<file path="src/rtl/present_pkg.sv">
// ============================================================================
// present_pkg : shared PRESENT constants, inverse S-box, state encoding and
//               inverse bit-permutation helper.            Rev 1.0
// ============================================================================
`default_nettype none

package present_pkg;

    localparam int BLOCK_W = 64;
    localparam int KEY_W   = 80;
    localparam int ROUNDS  = 31;
    localparam int ADDR_W  = 5;

    localparam logic [3:0] INV_SBOX [16] = '{
        4'h5, 4'hE, 4'hF, 4'h8, 4'hC, 4'h1, 4'h2, 4'hD,
        4'hB, 4'h4, 4'h6, 4'h3, 4'h0, 4'h7, 4'h9, 4'hA
    };

    typedef enum logic [1:0] {
        ST_IDLE   = 2'd0,
        ST_FETCH  = 2'd1,
        ST_WHITEN = 2'd2,
        ST_ROUND  = 2'd3
    } state_t;

    // Forward layer sends bit i to 16*i mod 63, so output bit i gathers from there.
    function automatic logic [BLOCK_W-1:0] inv_player(input logic [BLOCK_W-1:0] d);
        logic [BLOCK_W-1:0] r;
        r = '0;
        for (int i = 0; i < BLOCK_W - 1; i++) begin
            r[i] = d[(16 * i) % (BLOCK_W - 1)];
        end
        r[BLOCK_W-1] = d[BLOCK_W-1];
        return r;
    endfunction

endpackage

`default_nettype wire

</file>
<file path="src/rtl/present_inv_round_layer.sv">
// ============================================================================
// present_inv_round_layer : combinational inverse P-layer followed by the
//                           inverse S-box on every nibble.   Rev 1.0
// ============================================================================
`default_nettype none

module present_inv_round_layer
    import present_pkg::*;
(
    input  logic [BLOCK_W-1:0] state_i,
    output logic [BLOCK_W-1:0] state_o
);

    logic [BLOCK_W-1:0] perm_w;

    assign perm_w = inv_player(state_i);

    for (genvar n = 0; n < BLOCK_W / 4; n++) begin : g_nib
        assign state_o[4*n +: 4] = INV_SBOX[perm_w[4*n +: 4]];
    end

endmodule

`default_nettype wire

</file>
<file path="src/rtl/present_dec_round_engine.sv">
// ============================================================================
// present_dec_round_engine : iterative PRESENT-80 decryption, one inverse
//   round per clock, round keys read from the shared subkey memory.
//   Optional abort input enabled by `define PRESENT_DEC_ABORT_EN.  Rev 1.0
// ============================================================================
`default_nettype none

module present_dec_round_engine #(
    parameter int BLOCK_W = present_pkg::BLOCK_W,
    parameter int ADDR_W  = present_pkg::ADDR_W,
    parameter int ROUNDS  = present_pkg::ROUNDS
) (
    input  logic               clk_in,
    input  logic               rst_in,
    input  logic [BLOCK_W-1:0] ciphertext,
    input  logic               start,
`ifdef PRESENT_DEC_ABORT_EN
    input  logic               abort,
`endif
    output logic               busy,
    output logic               ready,
    output logic [BLOCK_W-1:0] plaintext,
    output logic [ADDR_W-1:0]  keymem_addr,
    input  logic [BLOCK_W-1:0] subkey
);

    import present_pkg::*;

    localparam int CNT_W = $clog2(ROUNDS + 1);

    state_t             state_q;
    logic [BLOCK_W-1:0] data_q;
    logic [CNT_W-1:0]   cnt_q;
    logic [BLOCK_W-1:0] layer_w;
    logic [BLOCK_W-1:0] round_d;
    logic               abort_hit;

    present_inv_round_layer u_layer (
        .state_i (data_q),
        .state_o (layer_w)
    );

    assign round_d = layer_w ^ subkey;

`ifdef PRESENT_DEC_ABORT_EN
    assign abort_hit = abort && (state_q != ST_IDLE);
`else
    assign abort_hit = 1'b0;
`endif

    always_ff @(posedge clk_in or posedge rst_in) begin
        if (rst_in) begin
            state_q     <= ST_IDLE;
            data_q      <= '0;
            cnt_q       <= '0;
            busy        <= 1'b0;
            ready       <= 1'b0;
            plaintext   <= '0;
            keymem_addr <= '1;
        end else begin
            ready <= 1'b0;
            if (abort_hit) begin
                state_q     <= ST_IDLE;
                data_q      <= '0;
                cnt_q       <= '0;
                busy        <= 1'b0;
                keymem_addr <= '1;
            end else begin
                case (state_q)
                    ST_IDLE: begin
                        if (start) begin
                            data_q      <= ciphertext;
                            keymem_addr <= '1;
                            busy        <= 1'b1;
                            state_q     <= ST_FETCH;
                        end
                    end
                    ST_FETCH: begin
                        keymem_addr <= keymem_addr - 1'b1;
                        state_q     <= ST_WHITEN;
                    end
                    ST_WHITEN: begin
                        // subkey now carries K32 for the whitening XOR.
                        data_q      <= data_q ^ subkey;
                        keymem_addr <= keymem_addr - 1'b1;
                        cnt_q       <= CNT_W'(ROUNDS);
                        state_q     <= ST_ROUND;
                    end
                    ST_ROUND: begin
                        data_q <= round_d;
                        cnt_q  <= cnt_q - 1'b1;
                        if (keymem_addr != '0) begin
                            keymem_addr <= keymem_addr - 1'b1;
                        end
                        if (cnt_q == CNT_W'(1)) begin
                            plaintext   <= round_d;
                            ready       <= 1'b1;
                            busy        <= 1'b0;
                            keymem_addr <= '1;
                            state_q     <= ST_IDLE;
                        end
                    end
                    default: state_q <= ST_IDLE;
                endcase
            end
        end
    end

endmodule

`default_nettype wire

</file>
<file path="config.mk">
export PLATFORM = sky130hd
export DESIGN_NAME = present_dec_round_engine
export DESIGN_NICKNAME = d
export VERILOG_FILES = /design/src/rtl/present_pkg.sv /design/src/rtl/present_inv_round_layer.sv /design/src/rtl/present_dec_round_engine.sv
export SDC_FILE = /design/constraint.sdc
export NUM_CORES = 1
export LEC_CHECK = 0
export CORE_ASPECT_RATIO = 0.9
export CORE_MARGIN = 2
export CORE_UTILIZATION = 44
export CTS_BUF_LIST = sky130_fd_sc_hd__clkbuf_4
export DETAILED_ROUTE_END_ITERATION = 6
export HOLD_SLACK_MARGIN = 0.1
export PLACE_DENSITY_LB_ADDON = 0.08
export SKIP_LAST_GASP = 1
export SYNTH_ARGS = -nofsm -noshare
export SYNTH_HDL_FRONTEND = slang
export SYNTH_SLANG_ARGS = --single-unit
</file>
<file path="constraint.sdc">
create_clock -name clk_in -period 8.45 [get_ports clk_in]
set_input_delay 1.2675 -clock clk_in [delete_from_list [all_inputs] [get_ports clk_in]]
set_output_delay 1.2675 -clock clk_in [all_outputs]
set_load 0.01 [all_outputs]
</file>
==> impl_metrics.csv <==
group,metric,value,unit
floorplan,dieArea,26400,um^2
sta,setup-tns-final,0,ps
floorplan,io_pins,202,
logic_synthesis,ys.flop_type,"dfrtp_1",
logic_synthesis,yosys-top-cells-area,"dfrtp_1, ha_1, nand2_1",
global_route,grt.total_usage,24.8,%
logic_synthesis,synthTopCellsByCount,"nand2_1, dfrtp_1, nor2_1, ha_1, o21ai_0",
power_and_ir_drop,power_switching,2.59,mW
critical_path,critPathKind,"register to register",
global_route,grt_pass1_wl,51.0,mm
sta,fin_crit,3250,ps
sta,setup_violations,0,
route,wirelength,32.7,mm
job,maxCapViolCount,0,
route,dr.first_iter.drc_count,808,
place,io_buffers,201,
min_path,hold_path.class,"register to register",
place,dp_cells,1722,
sta,finalMaxSlewViolations,0,
floorplan,rows,54,
sta,fin_crit_sh,38.4,%
logic_synthesis,yosysSeqAreaShare,32.2,%
clocking,clk_latency,590,ps
logic_synthesis,syn_area,11000,um^2
logic_synthesis,synth_edf_count,0,
route,route.vias.total,9667,
critical_path,cp-startpoint,"cnt_q[1]$_DFFE_PP0N_",
power_and_ir_drop,p_clk_share,8.7,%
power_and_ir_drop,p_leak,5.73,nW
route,drtPass1Iterations,5,
critical_path,endpoint,"keymem_addr[4]$_DFFE_PP1P_",
critical_path,r2r_setup_slack,5200,ps
global_route,antenna_found_initial,1,
clocking,clkTransAtPathRegs,150,ps
logic_synthesis,yosys.area.top_type,"dfrtp_1",
layout,multi_input_area,6820,um^2
power_and_ir_drop,ir_drop,0.160,mV
layout,final_nets,1640,
sta,rsz0062_at_grt,"false",
clocking,cts_resized,0,
logic_synthesis,synthDominantCellAreaShare,31.0,%
clocking,clock_sinks,142,
sta,hold_viol_final,0,
power_and_ir_drop,p_sw_share,50.2,%
power_and_ir_drop,pwr-share-seq,26.0,%
critical_path,start_kind,"register",
layout,syn_to_final_growth,22.0,%
clocking,cts_buffer_depth,2,
sta,fin_worst_skew,21.9,ps
clocking,tritoncts,"yes",
clocking,cts_setup_buffers,0,
floorplan,die_h,154,um
power_and_ir_drop,power_frac_comb,65.3,%
clocking,ctsHoldBuffers,0,
sta,max_freq,308,MHz
place,dp_hpwl,23.1,mm
global_route,grt_pass1_vias,9163,
critical_path,end_kind,"register",
global_route,grt_max_degree,80,
logic_synthesis,postSynthAreaPerCell,8.78,um^2
route,drtAntennaViolNets,0,
critical_path,cp.required,9000,ps
clocking,cts_root_buf,"clkbuf_4",
layout,regArea,3560,um^2
sta,fin_hold_ws,486,ps
critical_path,r2r_end,"keymem_addr[4]$_DFFE_PP1P_",
clocking,cts_made_buffers,17,
run_status,status,"complete, no violations",
logic_synthesis,netlist_instances,1258,
critical_path,cp_max_fo,52,
logic_synthesis,synth_seq_cells,142,
floorplan,coreArea,24500,um^2
layout,final_cells,1755,
place,gp_congestion,0.844,
logic_synthesis,syn_nets,1493,
logic_synthesis,yosysWarnings,0,
global_route,overflow,0,
logic_synthesis,synth_most_common_cell,"nand2_1",
power_and_ir_drop,intPower,2.57,mW
critical_path,arrival,3790,ps
sta,max_slew_margin,43.0,%
clocking,cts-htree-levels,4,
layout,fillers,2273,
route,wl_per_cell,18.7,um
power_and_ir_drop,powerDensity,383,nW/um^2
logic_synthesis,ys_types,55,
layout,drive_above_1_share,5.72,%
route,viasPerCell,5.51,
critical_path,reg2reg_depth,9,
route,drc,0,
floorplan,chipWidth,171,um
logic_synthesis,async_flop_share,100,%
floorplan,start_util,45.1,%
critical_path,r2r-start,"cnt_q[1]$_DFFE_PP0N_",
sta,worst_pin_slew,854,ps
[flip-flops by register name, summed over array words and instances (netlist names)]
name,count
busy,1
cnt_q,5
data_q,64
keymem_addr,5
plaintext,64
ready,1
state_q,2
[cell usage in the layout, fill, tap and decap left out, drive strengths merged, types with 11 or more instances in the layout]
| master | n |
|---|---|
| inv | 83 |
| a21oi | 64 |
| xor2 | 34 |
| o22ai | 15 |
| nand2 | 173 |
| o21ai | 103 |
| buf | 11 |
| xnor2 | 68 |
| o32a | 12 |
| nor3 | 13 |
| and2 | 20 |
| a221oi | 19 |
| nor2 | 107 |
| clkdlybuf4s50 | 201 |
| dfrtp | 137 |
| mux4 | 25 |
| o32ai | 11 |
| o211ai | 17 |
| nand3b | 22 |
| a211oi | 24 |
| mux2i | 23 |
| clkbuf | 18 |
| ha | 104 |
[worst max-delay path, cell delays in order, from the launching register on]
cell	delay, ps
dfrtp_1	410
inv_1	80
ha_1	130
nor4b_1	580
nand2_4	460
inv_1	730
buf_4	390
nor2_1	100
a21oi_1	140
o32a_1	150
[routing by layer]
| metal | GRT usage, % | up-vias | part of all wire, % |
|---|---|---|---|
| met2 | 40.1 | 288 | 46 |
| met4 | 5.81 | 0 | 1.3 |
| met5 | 0 | - | 0 |
| met3 | 3.71 | 25 | 5.6 |
| met1 | 35.1 | 4667 | 47 |
| li1 | - | 4687 | - |
[worst min path at each step]
stage	from	endpoint	slack, ps	cells past startpoint
after floorplan	cnt_q[3]$_DFFE_PP0N_	cnt_q[3]$_DFFE_PP0N_	480	1
after global placement	plaintext[63]$_DFFE_PP0P_	plaintext[63]$_DFFE_PP0P_	460	2
after detailed placement	plaintext[19]$_DFFE_PP0P_	plaintext[19]$_DFFE_PP0P_	460	2
after CTS	plaintext[41]$_DFFE_PP0P_	plaintext[41]$_DFFE_PP0P_	490	2
after global routing	plaintext[40]$_DFFE_PP0P_	plaintext[40]$_DFFE_PP0P_	510	2
final	plaintext[44]$_DFFE_PP0P_	plaintext[44]$_DFFE_PP0P_	490	2
[logic make-up (layout without fill, tap and decap cells)]
family                   Yosys count  after routing  synth area share (%)
AND/OR/NAND/NOR                  363            363                  14.5
AO/OA/AOI/OAI                    327            327                  19.3
buffers and inverters            166            325                  6.29
flip-flops                       142            142                  32.2
adder cells (fa/ha/maj)          104            104                  11.8
XOR/XNOR                         102            102                  8.09
multiplexers                      54             54                  7.80
other                              0              2                     0
[through the flow]
stage	setup WS (ps)	util (%)	total power [mW]	cell area [um^2]
detailed placement	4760	54.0	4.70	13200
floorplan	3380	-	3.80	11000
global placement	4840	54.0	4.62	13200
CTS	5190	55.0	5.17	13500
global route	5010	55.1	5.62	13500
finish	5200	55.1	5.16	13500
[power groups by stage]
stage | Combinational, mW | Sequential (mW) | Clock, mW
2_1_floorplan | 2.69 | 1.11 | 0
3_3_place_gp | 3.28 | 1.34 | 0
3_5_place_dp | 3.35 | 1.35 | 0
4_1_cts | 3.36 | 1.34 | 0.463
5_1_grt | 3.73 | 1.40 | 0.489
6_report | 3.37 | 1.34 | 0.451
[area by class of cell]
class,instances,area share (%)
Antenna cell,2,0.0372
Clock buffer,18,1.00
Clock inverter,13,0.920
Inverter,82,2.32
Multi-Input combinational cell,950,50.6
Sequential cell,142,26.4
Tap cell,336,3.12
Timing Repair Buffer,212,15.6
Power figures use the tool's default switching activity.
